<file path="config.mk">
export PLATFORM = sky130hd
export DESIGN_NAME = adc_trig_frontend
export DESIGN_NICKNAME = d
export VERILOG_FILES = /design/src/rtl/adc_trig_frontend_pkg.sv /design/src/rtl/sync_2ff.sv /design/src/rtl/adc_trig_frontend.sv
export SDC_FILE = /design/constraint.sdc
export NUM_CORES = 1
export LEC_CHECK = 0
export ABC_AREA = 1
export BUFFER_PORTS_ARGS = -buffer_cell sky130_fd_sc_hd__buf_2
export CAP_MARGIN = 5
export CORE_UTILIZATION = 50
export CTS_CLUSTER_SIZE = 24
export DETAILED_ROUTE_END_ITERATION = 8
export PLACE_DENSITY = 0.78
export RECOVER_POWER = 50
export SKIP_LAST_GASP = 1
export SYNTH_ARGS = -nofsm -noshare
export SYNTH_HDL_FRONTEND = slang
export SYNTH_HIERARCHICAL = 1
export SYNTH_SLANG_ARGS = --single-unit
</file>
<file path="constraint.sdc">
create_clock -name clk -period 7.4 [get_ports clk]
set_input_delay 0.74 -clock clk [delete_from_list [all_inputs] [get_ports clk]]
set_output_delay 0.74 -clock clk [all_outputs]
set_load 0.02 [all_outputs]
</file>
<file path="src/rtl/adc_trig_frontend_pkg.sv">
// Shared acquisition definitions for the ADC front end and capture stage.
// Holds the lock FSM encoding, the ADC bus width and lock defaults.
package adc_trig_frontend_pkg;

    typedef enum logic [1:0] {
        IDLE,
        MEASURE,
        LOCKING,
        STABLE
    } acq_state_t;

    localparam int ADC_WIDTH        = 12;
    localparam int DEF_STABLE_COUNT = 4;
    localparam int DEF_TOL_SHIFT    = 4;

endpackage

</file>
<file path="src/rtl/sync_2ff.sv">
// Two-flop synchroniser for asynchronous inputs into the clk domain.
// Ports: clk, rst (async high), d (raw input), q (synchronised, 2-cycle latency).
module sync_2ff #(
    parameter int W = 1
) (
    input  logic         clk,
    input  logic         rst,
    input  logic [W-1:0] d,
    output logic [W-1:0] q
);

    logic [W-1:0] meta;

    always_ff @(posedge clk or posedge rst) begin
        if (rst) begin
            meta <= '0;
            q    <= '0;
        end else begin
            meta <= d;
            q    <= meta;
        end
    end

endmodule

</file>
<file path="src/rtl/adc_trig_frontend.sv">
// ADC front end: sample-clock divider, input synchronisers, comparator
// period measurement and frequency-lock detection.
// Ports: clk, rst (async high), div_cfg (adc_clk half-period),
//   adc_data_in / cmp_in (async inputs), adc_clk, sync_adc_data,
//   sync_signal_in, stable, period, period_valid.
module adc_trig_frontend
    import adc_trig_frontend_pkg::*;
#(
    parameter int DIV_WIDTH    = 16,
    parameter int PERIOD_WIDTH = 24,
    parameter int STABLE_COUNT = DEF_STABLE_COUNT,
    parameter int TOL_SHIFT    = DEF_TOL_SHIFT
) (
    input  logic                    clk,
    input  logic                    rst,
    input  logic [DIV_WIDTH-1:0]    div_cfg,
    input  logic [ADC_WIDTH-1:0]    adc_data_in,
    input  logic                    cmp_in,
    output logic                    adc_clk,
    output logic [ADC_WIDTH-1:0]    sync_adc_data,
    output logic                    sync_signal_in,
    output logic                    stable,
    output logic [PERIOD_WIDTH-1:0] period,
    output logic                    period_valid
);

    localparam int MW = $clog2(STABLE_COUNT + 1);

    localparam logic [DIV_WIDTH-1:0]    DIV_ONE  = 1;
    localparam logic [PERIOD_WIDTH-1:0] PER_ONE  = 1;
    localparam logic [PERIOD_WIDTH:0]   DIFF_ONE = 1;
    localparam logic [MW-1:0]           MC_ONE   = 1;
    localparam logic [MW-1:0]           MC_TGT   = MW'(STABLE_COUNT);

    // ---------------- divider ----------------
    logic [DIV_WIDTH-1:0] div_cnt;
    logic [DIV_WIDTH-1:0] cur_div;
    logic [DIV_WIDTH-1:0] eff_cfg;
    logic [DIV_WIDTH-1:0] lim;
    logic                 div_term;
    logic                 adc_fall;

    assign eff_cfg = (div_cfg == '0) ? DIV_ONE : div_cfg;
    // cur_div is zero only before the first toggle after reset; the
    // first phase then follows div_cfg directly.
    assign lim      = (cur_div == '0) ? eff_cfg : cur_div;
    assign div_term = (div_cnt >= lim - DIV_ONE);
    assign adc_fall = div_term & adc_clk;

    always_ff @(posedge clk or posedge rst) begin
        if (rst) begin
            div_cnt <= '0;
            cur_div <= '0;
            adc_clk <= 1'b0;
        end else if (div_term) begin
            div_cnt <= '0;
            cur_div <= eff_cfg;
            adc_clk <= ~adc_clk;
        end else begin
            div_cnt <= div_cnt + DIV_ONE;
        end
    end

    // ---------------- ADC path ----------------
    logic [ADC_WIDTH-1:0] adc_s2;

    sync_2ff #(.W(ADC_WIDTH)) u_adc_sync (
        .clk (clk),
        .rst (rst),
        .d   (adc_data_in),
        .q   (adc_s2)
    );

    // Loading on the falling edge keeps the word steady across the
    // whole low and high phase around each rising edge.
    always_ff @(posedge clk or posedge rst) begin
        if (rst) begin
            sync_adc_data <= '0;
        end else if (adc_fall) begin
            sync_adc_data <= adc_s2;
        end
    end

    // ---------------- comparator path ----------------
    logic cmp_prev;
    logic rise;

    sync_2ff #(.W(1)) u_cmp_sync (
        .clk (clk),
        .rst (rst),
        .d   (cmp_in),
        .q   (sync_signal_in)
    );

    always_ff @(posedge clk or posedge rst) begin
        if (rst) begin
            cmp_prev <= 1'b0;
        end else begin
            cmp_prev <= sync_signal_in;
        end
    end

    assign rise = sync_signal_in & ~cmp_prev;

    // ---------------- period / lock FSM ----------------
    acq_state_t              state, state_d;
    logic [PERIOD_WIDTH-1:0] per_cnt, per_d;
    logic [PERIOD_WIDTH-1:0] ref_per, ref_d;
    logic [PERIOD_WIDTH-1:0] period_d;
    logic [MW-1:0]           match_cnt, match_d;
    logic                    pv_d;
    logic                    stable_d;

    logic                    saturated;
    logic                    timeout;
    logic [PERIOD_WIDTH-1:0] meas;
    logic [PERIOD_WIDTH:0]   diff;
    logic [PERIOD_WIDTH:0]   abs_diff;
    logic [PERIOD_WIDTH:0]   tol;
    logic                    is_match;

    assign saturated = &per_cnt;
    assign timeout   = (state != IDLE) & saturated;
    assign meas      = per_cnt + PER_ONE;

    // One extra bit so the difference never wraps.
    assign diff     = {1'b0, meas} - {1'b0, ref_per};
    assign abs_diff = diff[PERIOD_WIDTH] ? (~diff + DIFF_ONE) : diff;
    assign tol      = {1'b0, ref_per >> TOL_SHIFT};
    assign is_match = (abs_diff <= tol);

    always_comb begin
        state_d  = state;
        ref_d    = ref_per;
        match_d  = match_cnt;
        period_d = period;
        pv_d     = 1'b0;
        per_d    = saturated ? per_cnt : per_cnt + PER_ONE;
        if (state == IDLE) begin
            per_d = '0;
        end
        if (timeout) begin
            state_d = IDLE;
            per_d   = '0;
            match_d = '0;
        end else if (rise) begin
            per_d = '0;
            if (state != IDLE) begin
                period_d = meas;
                pv_d     = 1'b1;
            end
            unique case (state)
                IDLE: begin
                    state_d = MEASURE;
                end
                MEASURE: begin
                    ref_d   = meas;
                    match_d = '0;
                    state_d = LOCKING;
                end
                LOCKING: begin
                    if (is_match) begin
                        match_d = match_cnt + MC_ONE;
                        if (match_cnt + MC_ONE == MC_TGT) begin
                            state_d = STABLE;
                        end
                    end else begin
                        ref_d   = meas;
                        match_d = '0;
                    end
                end
                STABLE: begin
                    if (!is_match) begin
                        ref_d   = meas;
                        match_d = '0;
                        state_d = LOCKING;
                    end
                end
                default: begin
                    state_d = IDLE;
                end
            endcase
        end
        stable_d = (state_d == STABLE);
    end

    always_ff @(posedge clk or posedge rst) begin
        if (rst) begin
            state        <= IDLE;
            per_cnt      <= '0;
            ref_per      <= '0;
            match_cnt    <= '0;
            period       <= '0;
            period_valid <= 1'b0;
            stable       <= 1'b0;
        end else begin
            state        <= state_d;
            per_cnt      <= per_d;
            ref_per      <= ref_d;
            match_cnt    <= match_d;
            period       <= period_d;
            period_valid <= pv_d;
            stable       <= stable_d;
        end
    end

endmodule

</file>
---- After elaboration in Yosys (flattened, before gate mapping) ----
Cells that the tools add are included.
cells by class
  multiplexer cells ....................... 24
  bitwise logic cells ..................... 7
  magnitude comparators ................... 2
  $add $sub $neg .......................... 6
  equality and inequality tests ........... 8
  reduce and logical (&&, ||, !) cells .... 12
operators by type and width
  kind                   number
  $mux 24                5
  $mux 16                3
  $pmux 24 s2            1
  $logic_not 16->1       2
  $add 25x1->25 const B  1
  $le 25x20->1           1
  $mux 25                1
  $not 25->25            1
  $sub 24x24->25         1
  $add 24x1->24 const B  1
  $reduce_and 24->1      1
  $add 16x1->16 const B  1
  $ge 16x16->1           1
  $sub 16x1->16 const B  1
  $mux 3                 4
  $mux 2                 5
  $pmux 3 s3             1
  $pmux 2 s4             1
  $eq 2x2->1 const B     3
  $reduce_and 3->1       2
  $reduce_bool 2->1      3
  $ne 4x2->1 const B     1
  $reduce_and 4->1       1
  $reduce_bool 4->1      1
  10 further kinds       16
storage, ports and cells
  output and inout bits ................... 40
  word-level logic and storage cells ...... 75
  register bits after elaboration ......... 151
  bits of input ports ..................... 31

---- Longest topological paths before layout ----
Gate-level depths: netlist (run 1).
  depth after elaboration ................. 11
  gate-level depth with buffers ........... 43
  depth with buffers taken out ............ 43

---- Modules after synthesis ----
The synthesis (run 1) kept the hierarchy.
modules (own cells, without submodules)
  module                  cells each  times used  area an instance (um2)  sequential area each (um2)
  adc_trig_frontend       1274        1           9086.2                  3128.0
  sync_2ff at u_adc_sync  25          1           604.3                   600.6
  sync_2ff at u_cmp_sync  3           1           53.8                    50.0

---- Worst setup path before layout (run 1) ----
No wires, ideal clock.
  kind .................................... reg-to-reg
  from .................................... register per_cnt[2]
  to ...................................... register ref_per[9]
  period minus slack after synthesis ...... 5.473 ns
  cell stages (with the launch flop) ...... 41
  setup slack ............................. 1.927 ns
  path buffers ............................ 3
  library setup time ...................... 0.130 ns
  data arrival time ....................... 5.344 ns
  required time ........................... 7.270 ns
  cells stage by stage .................... dfrtp_1 > inv_1 > nor4_1 > nand3_1 > nor2_1 > inv_1 > nor3_2 > nand4_1 > nor2_1 > nand2_1 > or2_2 > xor2_1 > inv_1 > ha_1 > nand2_1 > nor2_1 > a221oi_1 > nand3_1 > [5 not listed] > nand2_1 > nor2_1 > a211oi_1 > o21ai_0 > nand3_1 > nand2_1 > nand2_1 > nand2_1 > nand2_1 > nand2_1 > nand2_1 > nand3_2 > nor2_4 > nand2_2 > o21ai_2 > buf_6 > buf_8 > o21ai_1
between the ends
  word-level cells in the longest chain between the ends .. 8
  elaborated cells between the ends (all ways) .. 13
  classes of those cells .................. add/sub: 3; order compare: 1; eq/ne: 1; mux: 3; bitwise: 3; reduce/logical: 2
RTL lines
  what                                   RTL line                  source
  start, declared                        adc_trig_frontend.sv:107  logic [PERIOD_WIDTH-1:0] per_cnt, per_d;
  start signal, assigned                 adc_trig_frontend.sv:198  per_cnt <= per_d;
  $add 24x1->24 (*)                      adc_trig_frontend.sv:124  assign meas = per_cnt + PER_ONE;
  via meas[23]                           adc_trig_frontend.sv:116  logic [PERIOD_WIDTH-1:0] meas;
  $sub 24x24->25 (*)                     adc_trig_frontend.sv:127  assign diff = {1'b0, meas} - {1'b0, ref_per};
  $not 25->25                            adc_trig_frontend.sv:128  assign abs_diff = diff[PERIOD_WIDTH] ? (~diff + DIFF_ONE) : diff;
  $add 25x1->25                          adc_trig_frontend.sv:128
  $mux 25 (*)                            adc_trig_frontend.sv:128
  $le 25x20->1 (*)                       adc_trig_frontend.sv:130  assign is_match = (abs_diff <= tol);
  $ne 2x2->1 (no source line) (*)        --
  $reduce_and 4->1 (no source line) (*)  --
  end signal, assigned                   adc_trig_frontend.sv:199  ref_per <= ref_d;
  end, declared                          adc_trig_frontend.sv:108  logic [PERIOD_WIDTH-1:0] ref_per, ref_d;
The timed path passes the listed nets; every way through them passes the cells marked *. The select of a mux whose other input is x is not followed.
A chain may end at the register's enable or synchronous reset.

---- Final worst setup path (run 1) ----
  from .................................... register per_cnt[2]
  to ...................................... register ref_per[5]
The elaborated chain is that of the path after synthesis.

==> impl_metrics.ini, run 1 <==
[outcome]
status = finished with violations
violations = max-capacitance violations, max-slew violations

[global_route]
grt_use_met3_pct = 2.80
met2_usage_pct = 39.2
antenna_found_initial = 0
grtUsageTotal_pct = 24.2
use_met1_pct = 32.8
grt_pass1_vias = 8113
grt_max_degree = 67
grt_pass1_wl_mm = 38.7
top_usage_layer = met2
grt-ovfl-total = 0

[worst_setup_path]
reg2reg_slack_ns = 0.57
worstSetupEndpointType = register
path_common_cell = nand2_1
r2r-start = per_cnt[2]
slowest_delay_ns = 0.55
reg2regPathDepth = 35
required_ns = 7.69
start_kind = register
cp_data_arrival_time_ns = 7.13
crit_type = register to register
cpMaxStageDelayCell = nor4_1
crit_fanout = 48
r2r-end = ref_per[5]

[timing]
slew_headroom_pct = -109
grt_setup_unrepaired = no
tns_ns = 0
finalCritPeriodShare_pct = 92.3
fmax_mhz = 146
finalHoldViolations = 0
worst_pin_slew_ns = 3.14
fin_ws_ns = 0.568
clock_skew_ns = 0.0113
worst_hold_slack_ns = 0.175
setup_viol = 0
fin_crit_ns = 6.83
report.final.slew_viol_count = 128

[cells_and_area]
area_growth_pct = 11.6
stdcell_count = 1646
fill_cells = 1711
fin_nets = 1471
drive_gt1_share_pct = 10.9
insertedDiodeCount = 0

[die]
die_h_um = 142
boundaryPins = 71
fp.dieArea_um2 = 20100
core_area_um2 = 18900
row_count = 50
die_x_um = 142
start_util_pct = 51.6

[power]
power.density_nw_per_um2 = 463
total_power_mw = 5.03
p_leak_nw = 5.78
ir_drop_mv = 0.375

[route]
wl_mm = 23.2
drc_errors = 0
antenna_left = 0
viasPerCell = 5.20
drtPass1Iterations = 5
drt_iter0_drc = 636
detailroute.via_count = 8564
avgRoutedWirePerCell_um = 14.1

[placed_design]
dpl.hpwl_mm = 17.2
gp_congestion = 0.943
pre_cts_ws_ns = 0.697
dpl.cell_count = 1614
port_buffers = 70

[yosys]
synthFlopType = dfrtp_1
syn_area_per_cell_um2 = 7.48
synth_cell_types = 45
syn_inst = 1302
synth_area_um2 = 9740
synth_warnings = 6
synth_edf_count = 0
synth-seq-cells = 151
syn-num-nets = 1400
synth_async_sr_flop_share_pct = 100
synth-seq-area-share_pct = 38.8

[clock_tree]
cts.sinks = 151
h-tree-depth = 4
cts_made_buffers = 17
clockBufferDepth = 2
cts_tree = built
clk_pin_slew_ns = 0.07
clk_latency_ns = 0.43
cts-root-buf = clkbuf_16

[worst_hold_path]
min_path_type = input port to asynchronous set/reset pin

[job]
cap_violations = 2
## through the flow
stage	area, um2	util (%)
final	10900	57.6
after global routing	10900	57.6
after CTS	10900	57.8
after detailed placement	10400	54.8
after global placement	10400	54.8
after floorplan	9740	-
## cell families (layout without fill, tap and decap cells)
logic type / after synthesis / count (layout) / share of synthesized area [%]
adder cells (fa/ha/maj): 67 / 67 / 8.68
AO/OA/AOI/OAI: 144 / 144 / 8.58
AND/OR/NAND/NOR: 660 / 660 / 30.1
flip-flops: 151 / 151 / 38.8
XOR/XNOR: 51 / 51 / 4.58
buffers and inverters: 229 / 313 / 9.23
## metal layers
layer	wire, um	vias to the layer above	part of all wire, %
li1	-	4289	-
met1	10500	3930	45
met2	10900	279	47
met3	1020	66	4.4
met4	764	0	3.3
met5	0	-	0
## power breakdown
| part | internal, mW | switching [mW] | leakage [nW] | total (mW) |
|---|---|---|---|---|
| Sequential | 0.867 | 0.0319 | 1.89 | 0.899 |
| Combinational | 1.20 | 2.10 | 3.62 | 3.30 |
| Clock | 0.445 | 0.388 | 0.271 | 0.833 |
| Total | 2.51 | 2.52 | 5.78 | 5.03 |
## sequential cells by signal, summed over array words and instances (netlist names)
| signal | flops |
|---|---|
| u_cmp_sync/q | 1 |
| period | 24 |
| u_adc_sync/meta | 12 |
| cmp_prev | 1 |
| adc_clk | 1 |
| per_cnt | 24 |
| div_cnt | 16 |
| match_cnt | 3 |
| sync_adc_data | 12 |
| ref_per | 24 |
| state | 2 |
| period_valid | 1 |
| u_adc_sync/q | 12 |
| cur_div | 16 |
| stable | 1 |
| u_cmp_sync/meta | 1 |
## area by class of cell
class | count | area (um2) | share of cell area, %
multi-input combinational | 922 | 5090 | 46.8
sequential | 151 | 3780 | 34.7
timing repair buffer | 75 | 347 | 3.19
clock inverter | 14 | 131 | 1.21
clock buffer | 18 | 429 | 3.94
inverter | 206 | 777 | 7.14
tap | 260 | 325 | 2.99
## cell usage in the layout (no fill, tap or decap), types with 3 or more instances in the layout
cell       synthesis  layout
o21ai_1            4       4
xnor2_1           13      13
a21oi_1           41      41
or2_2              4       4
dfrtp_1          151     151
nand2_1          348     348
nor3_1            23      23
clkbuf_1          15      42
inv_1            196     195
nor2_2             5       5
nand3_2            3       5
xor2_1            38      37
inv_8              0       3
nand4_1           26      26
o21ai_2           17      16
nor3b_1            9       9
nor2_4             5       5
clkbuf_16          0      17
buf_4              0       3
nor4_1            10      10
buf_2              4      30
nand2_2           34      34
inv_6              0       6
nor2_1           105     105
a21o_1             5       5
nand3_1           75      73
ha_1              66      66
nand3b_1           7       7
o21ai_0           61      61
inv_2             10       9
o21bai_1           7       7
a31oi_1            3       3
## worst max path at each step
stage / cells after the start / slack (ns) / from / endpoint
floorplan: 40 / 1.93 / per_cnt[2] / ref_per[9]
global placement: 36 / 1.02 / per_cnt[0] / ref_per[5]
detailed placement: 39 / 0.70 / per_cnt[0] / ref_per[3]
CTS: 39 / 0.58 / per_cnt[0] / ref_per[5]
global route: 39 / 0.009 / per_cnt[0] / ref_per[8]
finish: 35 / 0.57 / per_cnt[2] / ref_per[5]
## synthesized netlist by cell type, types with 3 or more instances
library cell	count	area, um2
xnor2_1	13	114
nand3_2	3	30.0
or2_2	4	25.0
o21ai_2	17	149
ha_1	66	826
dfrtp_1	151	3780
o21ai_1	4	20.0
inv_1	196	736
nand3_1	75	375
nor2_1	105	394
a21o_1	5	37.5
nor3_1	23	115
inv_2	10	37.5
nand2_2	34	213
nor3b_1	9	67.6
nand3b_1	7	52.6
clkbuf_1	15	56.3
nor2_4	5	56.3
nor2_2	5	31.3
nand4_1	26	163
nand2_1	348	1310
a31oi_1	3	18.8
xor2_1	38	333
o21ai_0	61	305
o21bai_1	7	52.6
a21oi_1	41	205
buf_2	4	20.0
nor4_1	10	62.6
## critical path: cells and delay by family (launching register included)
kind / cells / cell delay (ns)
AOI/OAI and AO/OA: 6 / 1.03
xor gates and xnor gates: 2 / 0.61
adders and majority gates: 2 / 0.66
buffers and inverters: 6 / 1.01
DFF: 1 / 0.42
and+or+nand+nor: 19 / 2.93
## repair_timing
action                                  in CTS  in global routing
endpoints found under the setup margin       0                 28
buffers inserted                             0                  0
hold buffers                                 0                  0
resized for setup                            0                  4
Note: power is estimated with default switching activity, not from simulation.
==> run 2: changes to the inputs <==
--- a/config.mk
+++ b/config.mk
@@ -5,7 +5,7 @@
 export SDC_FILE = /design/constraint.sdc
 export NUM_CORES = 1
 export LEC_CHECK = 0
-export ABC_AREA = 1
+export ABC_AREA = 0
 export BUFFER_PORTS_ARGS = -buffer_cell sky130_fd_sc_hd__buf_2
 export CAP_MARGIN = 5
 export CORE_UTILIZATION = 50
==> impl_metrics.ini, run 2 <==
[timing]
tns_ns = 0
grt_setup_unrepaired = no
clock_skew_ns = 0.0177
worst_hold_slack_ns = 0.172
report.final.slew_viol_count = 128
setup_viol = 0
finalHoldViolations = 0
finalCritPeriodShare_pct = 92.7
worst_pin_slew_ns = 3.34
fin_crit_ns = 6.86
slew_headroom_pct = -124
fmax_mhz = 146

[cells_and_area]
insertedDiodeCount = 0
top_regs = per_cnt x24, period x24, ref_per x24
finalInstanceArea_um2 = 10300
drive_gt1_share_pct = 10.5
fill_cells = 1480
final_cell_mix = dfrtp_1, nor2_1, nand2_1
area_growth_pct = 12.7
fin_nets = 1126
final_common_cell = dfrtp_1
stdcell_count = 1266

[die]
start_util_pct = 51.9
die_x_um = 137
row_count = 48
fp.dieArea_um2 = 18800
core_area_um2 = 17500
boundaryPins = 71
die_h_um = 137

[placed_design]
dpl.cell_count = 1234
dpl.hpwl_mm = 15.9
gp_congestion = 0.949
port_buffers = 70
place_area_um2 = 9690

[global_route]
grt_pass1_vias = 7108
met2_usage_pct = 41.2
top_usage_layer = met2
grtUsageTotal_pct = 24.2
grt_pass1_wl_mm = 35.1
antenna_found_initial = 0
grt-ovfl-total = 0
grt_use_met3_pct = 3.85
grt_max_degree = 78
use_met1_pct = 31.3

[yosys]
synth_cell_types = 64
synth_area_um2 = 9110
synth_commonest_cells = dfrtp_1, nor2_1, nand2_1
synth_compound_area_share_pct = 13.8
synthMuxAreaShare_pct = 6.37
synth_fa_ha_area_share_pct = 9.29
synthTopCellsByArea = dfrtp_1, ha_1, xnor2_1
yosysTopAreaCell = dfrtp_1
syn_area_per_cell_um2 = 9.51
syn_inst = 958
yosys.area_share.xor_xnor_pct = 8.08
synth_top_area_share_pct = 41.5
synth-seq-cells = 151
synth-seq-area-share_pct = 41.5
synth_edf_count = 0
syn-num-nets = 1056
synth_async_sr_flop_share_pct = 100
synth_warnings = 6
synthFlopType = dfrtp_1
synth_top_family_by_area = simple AND/OR/NAND/NOR gates
synthSimpleGateAreaFrac_pct = 17.1
synth_most_common_cell = dfrtp_1

[outcome]
status = finished with violations
violations = max-capacitance violations, max-slew violations

[power]
ir_drop_mv = 0.391
total_power_mw = 5.25
p_leak_nw = 4.94
power.density_nw_per_um2 = 512

[route]
wl_mm = 21.5
antenna_left = 0
detailroute.via_count = 7328
drc_errors = 0
drt_iter0_drc = 480
drtPass1Iterations = 5
viasPerCell = 5.79
avgRoutedWirePerCell_um = 17.0

[worst_setup_path]
start_kind = register
required_ns = 7.67
slowest_delay_ns = 0.47
crit_type = register to register
worstSetupEndpointType = register
reg2reg_slack_ns = 0.54
cpMaxStageDelayCell = and4bb_1
r2r-end = ref_per[19]
cp_data_arrival_time_ns = 7.13
crit_fanout = 24
r2r-start = per_cnt[0]
reg2regPathDepth = 32

[clock_tree]
clk_pin_slew_ns = 0.07
ctsResizeCount = 0
ctsHoldBuffers = 0
clockBufferDepth = 2
clk_latency_ns = 0.43
cts.sinks = 151
cts_tree = built
cts-root-buf = clkbuf_16
cts_made_buffers = 17
post_cts_buffers = 0
h-tree-depth = 4

[worst_hold_path]
min_path_type = input port to asynchronous set/reset pin

[job]
cap_violations = 2
[run 2: layout make-up]
class / count / area (um2) / share of cell area, %
Tap cell: 225 / 282 / 2.74
Inverter: 57 / 215 / 2.10
Multi-Input combinational cell: 721 / 4990 / 48.6
Clock buffer: 17 / 425 / 4.14
Timing Repair Buffer: 80 / 370 / 3.61
Sequential cell: 151 / 3780 / 36.8
Clock inverter: 15 / 201 / 1.96
[run 2: report_power, final]
part           switching (mW)  internal [mW]
Combinational            1.87           1.44
Sequential              0.119          0.948
Clock                   0.416          0.462
Total                    2.40           2.85
[run 2: worst max path at each step]
stage                     from  depth (start not counted)     endpoint
CTS                 per_cnt[0]                         30  ref_per[19]
finish              per_cnt[0]                         32  ref_per[19]
global placement    per_cnt[0]                         31   ref_per[6]
global route        per_cnt[0]                         30  ref_per[13]
detailed placement  per_cnt[0]                         30  ref_per[19]
floorplan           per_cnt[0]                         33  ref_per[23]
[run 2: kinds of logic after synthesis]
family	count (synthesis)
xor+xnor	84
flops	151
fa+ha+maj	67
buf+inv	86
simple gates	316
compound gates	200
mux	54
[run 2: layer usage]
metal | vias to the layer above | wire [um]
li1 | 3528 | -
met1 | 3558 | 9640
met2 | 205 | 10500
met3 | 37 | 877
met4 | 0 | 497
met5 | - | 0
[run 2: critical path: cells and delay by family (launching register included)]
family / cells / cell delay [ns]
adder cells (fa/ha/maj): 3 / 0.95
multiplexers: 1 / 0.17
XOR/XNOR: 2 / 0.43
AO/OA/AOI/OAI: 11 / 1.83
flip-flops: 1 / 0.45
AND/OR/NAND/NOR: 11 / 2.09
buffers and inverters: 4 / 0.77
[run 2: per-stage QoR]
stage	setup WS (ns)	utilization, %
finish	0.537	58.5
global route	0.0149	58.5
CTS	0.500	58.9
detailed placement	0.602	55.3
global placement	0.776	55.3
floorplan	1.46	-
==> run 3: changes to the inputs <==
--- a/config.mk
+++ b/config.mk
@@ -6,6 +6,7 @@
 export NUM_CORES = 1
 export LEC_CHECK = 0
 export ABC_AREA = 0
+export ABC_CLOCK_PERIOD_IN_PS = 7890
 export BUFFER_PORTS_ARGS = -buffer_cell sky130_fd_sc_hd__buf_2
 export CAP_MARGIN = 5
 export CORE_UTILIZATION = 50
==> constraint.sdc (replaced) <==
create_clock -name clk -period 7.89 [get_ports clk]
set_input_delay 0.789 -clock clk [delete_from_list [all_inputs] [get_ports clk]]
set_output_delay 0.789 -clock clk [all_outputs]
set_load 0.02 [all_outputs]
==> impl_metrics.ini, run 3 (synthesized netlist as in run 2, its figures left out) <==
[global_route]
grt_pass1_wl_mm = 35.6
grt_max_degree = 84
grt-ovfl-total = 0
met2_usage_pct = 40.6
top_usage_layer = met2
grt_pass1_vias = 7284
use_met1_pct = 31.4
grtUsageTotal_pct = 24.6
antenna_found_initial = 0
grt_use_met3_pct = 4.89

[cells_and_area]
insertedDiodeCount = 0
final_common_cell = dfrtp_1
fin_nets = 1121
top_regs = per_cnt x24, period x24, ref_per x24
final_cell_mix = dfrtp_1, nor2_1, nand2_1
drive_gt1_share_pct = 9.94
fill_cells = 1493
area_growth_pct = 11.6
finalInstanceArea_um2 = 10200

[die]
start_util_pct = 51.9
die_h_um = 137
core_area_um2 = 17500
die_x_um = 137
boundaryPins = 71
fp.dieArea_um2 = 18800
row_count = 48

[timing]
worst_pin_slew_ns = 4.37
finalCritPeriodShare_pct = 92.3
clock_skew_ns = 0.0122
report.final.slew_viol_count = 128
grt_setup_unrepaired = no
fin_crit_ns = 7.28
fmax_mhz = 137
tns_ns = 0
slew_headroom_pct = -191
setup_viol = 0
finalHoldViolations = 0

[worst_hold_path]
min_path_type = input port to asynchronous set/reset pin

[clock_tree]
clockBufferDepth = 2
h-tree-depth = 4
post_cts_buffers = 0
cts-root-buf = clkbuf_16
clk_latency_ns = 0.43
clk_pin_slew_ns = 0.07
cts_made_buffers = 17
ctsHoldBuffers = 0
cts.sinks = 151
cts_tree = built
ctsResizeCount = 0

[route]
viasPerCell = 5.90
drt_iter0_drc = 595
drtPass1Iterations = 5
wl_mm = 21.7
detailroute.via_count = 7435
antenna_left = 0
drc_errors = 0
avgRoutedWirePerCell_um = 17.2

[job]
cap_violations = 2

[worst_setup_path]
worstSetupEndpointType = register
slowest_delay_ns = 0.50
path_common_cell = a21oi_1
cpMaxStageDelayCell = and4bb_1
critPathBufInv = 2
cp_top_family = compound AO/OA/AOI/OAI gates
crit_type = register to register
cp_data_arrival_time_ns = 7.61
required_ns = 8.22
start_kind = register
crit_fanout = 24

[placed_design]
dpl.hpwl_mm = 16.1
gp_congestion = 0.934
port_buffers = 70
place_area_um2 = 9660

[outcome]
status = finished with violations
violations = max-capacitance violations, max-slew violations

[power]
power.density_nw_per_um2 = 479
ir_drop_mv = 0.341
p_leak_nw = 4.89
[run 3: cell count changes in the layout (fill, tap and decap cells not counted), sizes merged]
cell and delta:
buf -5, clkbuf +1, clkinv -8, clkinvlp +2, inv +5
[run 3: metal layers]
metal / routed length (um) / up-vias
met5: 0 / -
met4: 683 / 0
met3: 1270 / 56
met2: 10300 / 261
met1: 9480 / 3592
li1: - / 3526
[run 3: path summary, 6_finish.rpt]
check	from	endpoint	slack (ns)	cells past startpoint
hold / removal	rst	u_cmp_sync/q	0.22	2
setup / recovery	per_cnt[0]	ref_per[19]	0.61	30
setup reg to reg	per_cnt[0]	ref_per[19]	0.61	30
min in group clk	u_adc_sync/meta[4]	u_adc_sync/q[4]	0.35	0
max in group asynchronous	rst	period[19]	2.17	3
hold reg to reg	u_adc_sync/meta[4]	u_adc_sync/q[4]	0.35	0
[run 3: cell type report]
class / count / area (um2) / share of cell area [%]
multi-input cells: 721 / 4990 / 49.1
flip-flops and latches: 151 / 3780 / 37.2
clock buffers: 18 / 439 / 4.32
repair buffers: 75 / 333 / 3.27
well taps: 225 / 282 / 2.77
inverters: 57 / 215 / 2.12
clock inverters: 14 / 130 / 1.28
[run 3: per-stage QoR]
step,power [mW],hold slack [ns],util [%],instances,worst slack [ns]
after CTS,4.83,0.230,58.3,1261,0.683
final,4.87,0.222,58.0,1261,0.607
after global placement,3.95,0.333,55.1,1229,1.01
after global routing,5.29,0.243,58.0,1261,0.0202
after detailed placement,4.02,0.335,55.1,1229,0.854
after floorplan,3.41,0.331,-,958,1.95
[run 3: report_power, final]
part | switching, mW | internal [mW]
clock | 0.356 | 0.425
combinational | 1.75 | 1.34
sequential | 0.112 | 0.889
total | 2.21 | 2.65
